$ cat src/rtl/mem_arbiter.sv
// Two-requester arbiter sharing a single-port synchronous RAM: core (r0) has fixed
// priority, a starvation counter bounds the loader's (r1) wait, read data returns to its owner.
module mem_arbiter #(
  parameter int ADDR_WIDTH = 10,
  parameter int DATA_WIDTH = 32,
  parameter int MAX_WAIT   = 4
) (
  input  logic                    i_clk,
  input  logic                    i_arst_n,
  input  logic                    i_r0_valid,
  input  logic                    i_r1_valid,
  output logic                    o_r0_ready,
  output logic                    o_r1_ready,
  input  logic                    i_r0_we,
  input  logic                    i_r1_we,
  input  logic [ADDR_WIDTH-1:0]   i_r0_addr,
  input  logic [ADDR_WIDTH-1:0]   i_r1_addr,
  input  logic [DATA_WIDTH-1:0]   i_r0_wdata,
  input  logic [DATA_WIDTH-1:0]   i_r1_wdata,
  input  logic [DATA_WIDTH/8-1:0] i_r0_be,
  input  logic [DATA_WIDTH/8-1:0] i_r1_be,
  output logic                    o_r0_rvalid,
  output logic                    o_r1_rvalid,
  output logic [DATA_WIDTH-1:0]   o_r0_rdata,
  output logic [DATA_WIDTH-1:0]   o_r1_rdata,
  output logic                    o_mem_en,
  output logic                    o_mem_we,
  output logic [ADDR_WIDTH-1:0]   o_mem_addr,
  output logic [DATA_WIDTH-1:0]   o_mem_wdata,
  output logic [DATA_WIDTH/8-1:0] o_mem_be,
  input  logic [DATA_WIDTH-1:0]   i_mem_rdata
);

  localparam int BE_W  = DATA_WIDTH / 8;
  localparam int CNT_W = $clog2(MAX_WAIT + 1);
  localparam logic [CNT_W-1:0] MAX_CNT = CNT_W'(MAX_WAIT);

  logic [CNT_W-1:0] wait_cnt_q, wait_cnt_d;
  logic             rd_pend_q, rd_pend_d;
  logic             rd_owner_q, rd_owner_d;
  logic             force_r1_s, gnt0_s, gnt1_s;

  assign force_r1_s = (wait_cnt_q == MAX_CNT);

  // Grants are gated by reset so nothing reaches the RAM while reset is held.
  always_comb begin
    gnt0_s = 1'b0;
    gnt1_s = 1'b0;
    if (!i_arst_n) begin
      gnt0_s = 1'b0;
    end else if (force_r1_s && i_r1_valid) begin
      gnt1_s = 1'b1;
    end else if (i_r0_valid) begin
      gnt0_s = 1'b1;
    end else if (i_r1_valid) begin
      gnt1_s = 1'b1;
    end else begin
      gnt0_s = 1'b0;
    end
  end

  always_comb begin
    o_mem_en    = 1'b0;
    o_mem_we    = 1'b0;
    o_mem_addr  = '0;
    o_mem_wdata = '0;
    o_mem_be    = '0;
    if (gnt0_s) begin
      o_mem_en    = 1'b1;
      o_mem_we    = i_r0_we;
      o_mem_addr  = i_r0_addr;
      o_mem_wdata = i_r0_wdata;
      o_mem_be    = i_r0_we ? i_r0_be : {BE_W{1'b0}};
    end else if (gnt1_s) begin
      o_mem_en    = 1'b1;
      o_mem_we    = i_r1_we;
      o_mem_addr  = i_r1_addr;
      o_mem_wdata = i_r1_wdata;
      o_mem_be    = i_r1_we ? i_r1_be : {BE_W{1'b0}};
    end else begin
      o_mem_en    = 1'b0;
    end
  end

  // Starvation counter only runs while the loader is actually being denied.
  always_comb begin
    wait_cnt_d = wait_cnt_q;
    if (!i_r1_valid || gnt1_s) begin
      wait_cnt_d = '0;
    end else if (wait_cnt_q == MAX_CNT) begin
      wait_cnt_d = MAX_CNT;
    end else begin
      wait_cnt_d = wait_cnt_q + CNT_W'(1);
    end
    rd_pend_d  = (gnt0_s && !i_r0_we) || (gnt1_s && !i_r1_we);
    rd_owner_d = gnt1_s;
  end

  always_ff @(posedge i_clk or negedge i_arst_n) begin
    if (!i_arst_n) begin
      wait_cnt_q <= '0;
      rd_pend_q  <= 1'b0;
      rd_owner_q <= 1'b0;
    end else begin
      wait_cnt_q <= wait_cnt_d;
      rd_pend_q  <= rd_pend_d;
      rd_owner_q <= rd_owner_d;
    end
  end

  assign o_r0_ready  = gnt0_s;
  assign o_r1_ready  = gnt1_s;
  assign o_r0_rvalid = rd_pend_q && !rd_owner_q;
  assign o_r1_rvalid = rd_pend_q && rd_owner_q;
  assign o_r0_rdata  = o_r0_rvalid ? i_mem_rdata : {DATA_WIDTH{1'b0}};
  assign o_r1_rdata  = o_r1_rvalid ? i_mem_rdata : {DATA_WIDTH{1'b0}};

endmodule

$ cat config.mk
export PLATFORM = sky130hd
export DESIGN_NAME = mem_arbiter
export DESIGN_NICKNAME = d
export VERILOG_FILES = /design/src/rtl/mem_arbiter.sv
export SDC_FILE = /design/constraint.sdc
export NUM_CORES = 1
export LEC_CHECK = 0
export BUFFER_PORTS_ARGS = -buffer_cell sky130_fd_sc_hd__buf_4
export CAP_MARGIN = 15
export CORE_AREA = 2 2 96 98
export DETAILED_ROUTE_END_ITERATION = 12
export DIE_AREA = 0 0 98 100
export GPL_TIMING_DRIVEN = 0
export HOLD_SLACK_MARGIN = 0.08
export SYNTH_ARGS = -nofsm -noshare
export SYNTH_HDL_FRONTEND = slang
export SYNTH_SLANG_ARGS = --single-unit
$ cat constraint.sdc
create_clock -name i_clk -period 1.72 [get_ports i_clk]
set_clock_uncertainty 0.05 [all_clocks]
set_input_delay 0.086 -clock i_clk [delete_from_list [all_inputs] [get_ports i_clk]]
set_output_delay 0.086 -clock i_clk [all_outputs]
set_load 0.005 [all_outputs]
# Word level (Yosys, flattened, before mapping)
# Cells that the tools add are included.
# word_totals
elab_cells,39
latch_bits,0
out_inout_bits,116
ram_bits,0
romBits,0
memories,0
inputBits,130
reg_bits,5
# op_classes
bitwise_logic,0
mux,23
div,0
multipliers,0
n_shift,0
reduce_logical,11
n_eq_ne,1
add_sub_neg,1
order_cmp,0
# ops
cell,count
32-bit 2-to-1 mux,4
10-bit 2-to-1 mux,2
4-bit 2-to-1 mux,4
1-bit 2-to-1 mux,11
3-bit 2-to-1 mux,2
1-bit logical AND,5
1-bit zero test,4
"3-bit by 1-bit adder with 3-bit output, second input constant",1
"3-bit equality test, second input constant",1
1-bit logical OR,2

# Longest topological paths before layout
# Gate-level depths: netlist of run 1.
# logic_depth
word_depth,6
ltp_mapped,7
mapped_depth_nobuf,6

# Worst setup path before layout of run 1
# Ideal clock, no wire load.
# synth_path
kind,reg2out
start,register wait_cnt_q[0]
end,output port o_mem_addr[0]
path_buffers,1
stages_incl_launch_ff,8
arrival_time_ns,1.278
slack_ns,0.306
t_required_ns,1.584
cell_sequence,dfrtp_1 inv_1 ha_1 nand3_1 nand3_1 inv_2 buf_6 a22o_1
# synth_between
elab_cells_between_ends,8
classes_between,1 x eq/ne; 6 x mux; 1 x reduce/logical
# synth_lines
element,line,rtl
from (decl),38,"logic [CNT_W-1:0] wait_cnt_q, wait_cnt_d;"
from (signal assigned),105,wait_cnt_q <= wait_cnt_d;
3-bit equality test,43,assign force_r1_s = (wait_cnt_q == MAX_CNT);
1-bit logical AND,51,end else if (force_r1_s && i_r1_valid) begin
1-bit 2-to-1 mux,51,
1-bit 2-to-1 mux,49,if (!i_arst_n) begin
net o_r0_ready,12,"output logic o_r0_ready,"
10-bit 2-to-1 mux,68,if (gnt0_s) begin
to (decl),28,"output logic [ADDR_WIDTH-1:0] o_mem_addr,"
# The timed path passes the listed nets, and every way through them passes these cells.

# Final worst setup path of run 1
# layout_path
start,register wait_cnt_q[1]
end,output port o_mem_addr[2]
# layout_between
elab_chain_len,6
elab_cells_between_ends,8
classes_between,1 x eq/ne; 6 x mux; 1 x reduce/logical
# layout_lines
element,line,rtl
3-bit equality test (*),43,
1-bit logical AND (*),51,
1-bit 2-to-1 mux,51,
1-bit 2-to-1 mux,49,
10-bit 2-to-1 mux,74,end else if (gnt1_s) begin
10-bit 2-to-1 mux (*),68,
# Mark *: on every way between the ends. The rest lies on a longest branch, timed or not.

==> metrics.txt, run 1 <==
status=complete, but fails checks; failing checks=negative setup slack; Placed Area=approximately 0.0032 mm2; Critical Path AT=about 1.7 ns; H-tree levels=1; placed cell count=around 510; area share of the largest cell type after synthesis=between 30% and 40%; IO Count=roughly 250; min-delay src=i_r1_we; Fmax achieved=0.556 GHz; setup tns final=-2.17 ns; Die Y-Extent=around 100 um; grt met2 use=22.1%; initial antenna violation count=0; critical path data required time=1.58 ns; Root Driver=clkbuf_8; vias=2,269; vias in the first global route=around 2,100; Peak VDD IR=286 uV; Post-Route WL=7.56 mm; syn avg cell area=~7.6 um2; largest net degree at the start of global routing=12; layout cells sized above 1=66.8%; Final ANT Viol Nets=0; number of synthesized flops with an enable pin=0; fin. max-slew vios=0; CTS Sinks=5; Static Leak=~2 nW; final core occ=between 30% and 40%; synth warn=0; period utilization=105%; First-pass DRT Iterations=4; Worst Hold Depth=2; worst-path maximum fanout=10; vias per cell=4.28; DIE AREA=between 0.009 and 0.01 mm2; Die X=slightly below 100 um; Synth Flop Type=dfrtp_1; syn_nets=around 290; CTS clk-pin slew, worst paths=around 0.040 ns; worst reg2reg path startpoint=wait_cnt_q[1]$_DFF_PN0_; Longest Clk Path Bufs=2; critical-path cell list=inv_2, ha_4, nand3_4, nand3_4, inv_8, clkbuf_16, a22o_1, buf_4; DP Wirelength=about 6 mm; Post-synth ARST share=between 90% and 100%; Setup CP Type=reg2out; PortBufs=245; Synth Instances=~160; ranking of synthesized cells by area=a22o_1 (31%), and2_1 (17%), and3_1 (17%); RePlAce Congestion=just under 0.8; # setup viols final=46; Top Usage Layer GRT=met2; Final Cell Area=approximately 0.0035 mm2; M1 GR Usage=between 10% and 20%; PD cells=between 300 and 400 mW/mm2; Cell Area, Synth=0.00119 mm2; max cap viols=0; Synth cell types=25; Worst Hold End=rd_pend_q$_DFF_PN0_; Setup crit end kind=output pin; synthesis-stage register bit count=5; Most common cell on crit path=nand3_4; R2R depth=5; ANT cells=0; GRT overflow=0; Crit-path slowest cell=dfrtp_1; TritonCTS clock tree=yes; Initial Util=between 10 and 15%; Reg2Reg Setup Slack=a little under 0.3 ns; Final Hold Fails=0; Tot GR Track Use=approximately an eighth; Clk Latency, worst-skew pair=about 0.22 ns; most frequent cell after synthesis=a22o_1; CP Launch Type=flop; Rows=35; final critical-path required period=roughly 1.8 ns; post-synth top area cell=a22o_1; met3 usage=3.13%; DRT iter0 DRCs=43; final non-filler cell total=530; FF-to-FF End=wait_cnt_q[0]$_DFF_PN0_; Hold WC Path Type=in2reg; Seq/Total Area, Yosys=between 10% and 20%; fin worst setup slack=-0.0778 ns; Area Growth Syn to Fin=192%; core area=about 0.0089 mm2; routed len/inst=roughly 14 um; first-pass GRT wire length=around 11 mm; CP max stage delay=between 0.3 and 0.4 ns; Num CTS Buffers=3; NumNets Final=roughly 550; # DRC=0; Max-slew headroom=between 70% and 80%; RSZ-0062 raised after global routing=true; Tightest Pin Transition=approximately 0.36 ns; Synth top cells by count=a22o_1 (42), and2_1 (33), and3_1 (32)
layout make-up:
cell class              instances  area, um2
inverters                       4       22.5
clock buffers                   4       45.0
fillers                       934       5420
plain buffers                  18        146
flip-flops and latches          5        125
repair buffers                259       2000
multi-input cells             129        997
well taps                     111        139
timing repair:
action,in CTS,in global routing
cloned,2,2
endpoints found under the setup margin,55,52
resized for setup,28,5
hold buffers,2,1
pin swaps,14,6
endpoints found under the hold margin,7,5
setup buffers,5,2
logic make-up after synthesis:
kind of cell | share of synthesized area (%)
AOI/OAI and AO/OA | 38.4
adders and majority gates | 2.10
buffers and inverters | 10.1
DFF | 10.5
and+or+nand+nor | 38.9
worst max-delay path, delay by kind of cell (launching register included):
| family | cells | cell delay, ns |
|---|---|---|
| AO/OA/AOI/OAI | 1 | 0.22 |
| buffers and inverters | 4 | 0.44 |
| flip-flops | 1 | 0.38 |
| adder cells (fa/ha/maj) | 1 | 0.18 |
| AND/OR/NAND/NOR | 2 | 0.21 |
sequential cells by signal, indices dropped and copies added, names as in the netlist:
name	cells
rd_pend_q	1
wait_cnt_q	3
rd_owner_q	1
how the worst max path moves through the flow:
stage                      endpoint  slack (ns)  cells after the start                    start
finish                o_mem_addr[2]       -0.08                      8  wait_cnt_q[1]$_DFF_PN0_
global route        o_mem_wdata[26]       -0.14                      8  wait_cnt_q[1]$_DFF_PN0_
CTS                  o_mem_wdata[3]       -0.05                      7  wait_cnt_q[1]$_DFF_PN0_
detailed placement    o_mem_addr[2]        -0.1                      7  wait_cnt_q[0]$_DFF_PN0_
global placement      o_mem_addr[2]       -0.07                      7  wait_cnt_q[0]$_DFF_PN0_
floorplan             o_mem_addr[0]        0.31                      7  wait_cnt_q[0]$_DFF_PN0_
routing by layer:
layer / wire length, um / up-vias
li1: - / 1123
met1: 3140 / 1040
met2: 3870 / 97
met3: 479 / 9
met4: 65 / 0
met5: 0 / -
placed cells by master (no fill, tap or decap), types with 2 or more instances in the layout:
| cell | Yosys | final |
|---|---|---|
| clkbuf_1 | 8 | 7 |
| a22o_1 | 42 | 42 |
| buf_8 | 0 | 2 |
| dlygate4sd3_1 | 0 | 3 |
| inv_2 | 1 | 2 |
| buf_6 | 4 | 10 |
| a32o_1 | 4 | 4 |
| and3_1 | 32 | 32 |
| and2_1 | 33 | 33 |
| nand3_4 | 0 | 2 |
| clkbuf_2 | 0 | 2 |
| nand2_1 | 2 | 2 |
| dfrtp_1 | 5 | 5 |
| clkbuf_16 | 0 | 2 |
| clkbuf_8 | 0 | 3 |
| buf_4 | 0 | 251 |
where the power goes:
group	internal, mW	leakage [nW]	switching (mW)
sequential	0.127	0.0664	0.0114
clock	0.160	0.0228	0.0634
combinational	0.466	1.92	0.248
total	0.752	2.01	0.322
per-stage QoR:
stage          setup WS, ns  hold WS, ns  power [mW]
2_1_floorplan         0.306       -0.260       0.331
3_3_place_gp        -0.0672       -0.144       0.769
3_5_place_dp        -0.0979       -0.140       0.775
4_1_cts             -0.0495       -0.368        1.05
5_1_grt              -0.141       0.0897        1.15
6_report            -0.0778       0.0963        1.07
Power figures use the tool's default switching activity.
==> inputs of run 2 (changes only) <==
REMOVE_ABC_BUFFERS = 1   (was default)
==> run 2 against run 1 <==
  * The flow still finishes with violations (negative setup slack)
  * Core utilization decreased by 0.97 points
  * Global-route usage increased by 2.4 points
  * Via count about the same
  * Final area decreased by 2.5%
  * Critical endpoint is now o_mem_wdata[28]
==> metrics.txt, run 2 (synthesized netlist as in run 1, its figures left out) <==
Pint=742 uW (-1.3%); H-tree levels=1 (unchanged); Longest Clk Path Bufs=2 (unchanged); TritonCTS clock tree=yes; share of power burned in the clock network=20.3% (-0.4 points); Hold WC Path Type=in2reg; Static Leak=1.95 nW (-3.4%); Die Y-Extent=100 um (unchanged); vias per cell=4.44 (+3.6%); Fmax achieved=0.579 GHz (+4.2%); CTS Sinks=5 (unchanged); Setup crit end kind=output pin; routed len/inst=16.4 um (+15%); Tot GR Track Use=15.4% (+2.4 points); Die X=98 um (unchanged); DP Wirelength=6.77 mm (+9.8%); hold slack=0.0782 ns (-0.0181 ns); final non-filler cell total=512 (-3.4%); final critical-path required period=1.73 ns (-0.0717 ns); first-pass GRT wire length=12.0 mm (+12%); Switch Pwr=328 uW (+1.7%); GRT overflow=0 (unchanged); Final Hold Fails=0 (unchanged); PD cells=316 mW/mm2 (+2.1%); setup tns final=-0.0524 ns (+2.11 ns); critical-path cell list=inv_2, ha_4, nand3_4, nand3_4, buf_6, inv_8, a22o_1, buf_4; Comb power frac=65.3% (-1.1 points); IO Count=246 (unchanged); most frequent cells in the layout=buf_4 (241), a22o_1 (42), and2_1 (33); Worst Hold Depth=2 (unchanged); Area Growth Syn to Fin=184%; max reg flops=3 (unchanged); CP max stage delay=0.38 ns (about the same); Peak VDD IR=222 uV (-22%); RePlAce Congestion=0.777 (-0.12%); DRT iter0 DRCs=43 (unchanged); largest registers=wait_cnt_q (3), rd_owner_q (1), rd_pend_q (1); PortBufs=245 (unchanged); largest net degree at the start of global routing=42 (+30); Most common cell on crit path=nand3_4; Initial Util=13.4% (unchanged); failing checks=negative setup slack; leading cell type in the layout, fill and taps excluded=buf_4; Setup CP Type=reg2out; worst-path maximum fanout=21 (+11); Final Cell Area=0.00339 mm2 (-2.5%); Num CTS Buffers=3 (unchanged); initial antenna violation count=0 (unchanged); # setup viols final=21 (-54%); final core occ=38.1% (-0.97 points); DIE AREA=0.00980 mm2 (unchanged); Final ANT Viol Nets=0 (unchanged); Rows=35 (unchanged); Crit-path slowest cell=dfrtp_1; fin. max-slew vios=0 (unchanged); layout cells sized above 1=67.8% (+1.0 points); Largest delay share family, worst path=buffers and inverters; max cap viols=0 (unchanged); Seq pwr share=14.4% (+1.5 points); NumNets Final=534 (-3.3%); CTS clk-pin slew, worst paths=0.04 ns (about the same); core area=0.00889 mm2 (unchanged); Placed Area=0.00309 mm2 (-2.5%); R2R depth=6 (+1); # DRC=0 (unchanged); largest reg by FF count=wait_cnt_q; fin worst setup slack=-0.00616 ns (+0.0717 ns); critical path data required time=1.58 ns (about the same); vias=2,271 (+0.088%); vias in the first global route=2,155 (+1.9%); ANT cells=0 (unchanged); Clk Latency, worst-skew pair=0.22 ns (about the same); Root Driver=clkbuf_8; period utilization=100% (-4.2 points); First-pass DRT Iterations=4 (unchanged); Sw Share=30.6% (+0.63 points); Critical Path Stages=8 (unchanged); Tightest Pin Transition=0.365 ns (+0.00682 ns); CP Launch Type=flop; Max-slew headroom=75.6% (-0.46 points); Critical Path AT=1.59 ns (-0.07 ns); status=complete, but fails checks; Post-Route WL=8.42 mm (+11%); CP bufs+invs=4 (unchanged); RSZ-0062 raised after global routing=true; placed cell count=495 (-3.3%)
[run 2: changes by cell type in the layout (fill, tap and decap cells not counted), sizes merged]
cell,change
and2b,+1
dlygate4sd3,-1
clkbuf,-9
inv,+1
buf,-10
[run 2: metal layers]
layer,global-route usage [%],share of wire (%),vias up
met2,29.2,54,146
li1,-,-,1087
met1,17.2,35,1036
met5,0,0,-
met4,0.641,0.071,0
met3,6.13,12,2
[run 2: area by class of cell]
type / instances / area [um2]
clock buffers: 4 / 45.0
fillers: 937 / 5500
inverters: 4 / 31.3
multi-input cells: 130 / 1010
flip-flops and latches: 5 / 133
well taps: 111 / 139
repair buffers: 257 / 2020
repair inverters: 1 / 11.3
[run 2: power groups by stage]
stage	Sequential (mW)	Clock, mW	Combinational [mW]
finish	0.154	0.218	0.699
global route	0.159	0.228	0.753
CTS	0.153	0.222	0.685
detailed placement	0.152	0	0.620
global placement	0.151	0	0.610
floorplan	0.142	0	0.166
[run 2: repair_timing]
| item | 4_1_cts | 5_1_grt |
|---|---|---|
| setup endpoints to repair | 83 | 78 |
| gates resized for setup | 22 | 13 |
| buffers inserted | 6 | 2 |
| pin swaps | 6 | 16 |
| hold endpoints to repair | 6 | 0 |
| hold buffers | 3 | 0 |
| gates cloned | 2 | 1 |
[run 2: worst paths after layout]
path | start | end | slack, ns
min in group asynchronous | i_arst_n | wait_cnt_q[2]$_DFF_PN0_ | 0.26
worst max-delay path | wait_cnt_q[1]$_DFF_PN0_ | o_mem_wdata[28] | -0.006
max in group asynchronous | i_arst_n | rd_owner_q$_DFF_PN0_ | 1.14
worst min register to register | wait_cnt_q[0]$_DFF_PN0_ | wait_cnt_q[0]$_DFF_PN0_ | 0.51
worst min-delay path | i_r1_we | rd_pend_q$_DFF_PN0_ | 0.08
worst max register to register | wait_cnt_q[1]$_DFF_PN0_ | wait_cnt_q[0]$_DFF_PN0_ | 0.11
[run 2: metrics by stage]
step	setup slack, ns	total power [mW]
floorplan	-0.473	0.308
global placement	-1.04	0.760
detailed placement	-0.367	0.773
CTS	0.00242	1.06
global route	-0.107	1.14
finish	-0.00616	1.07
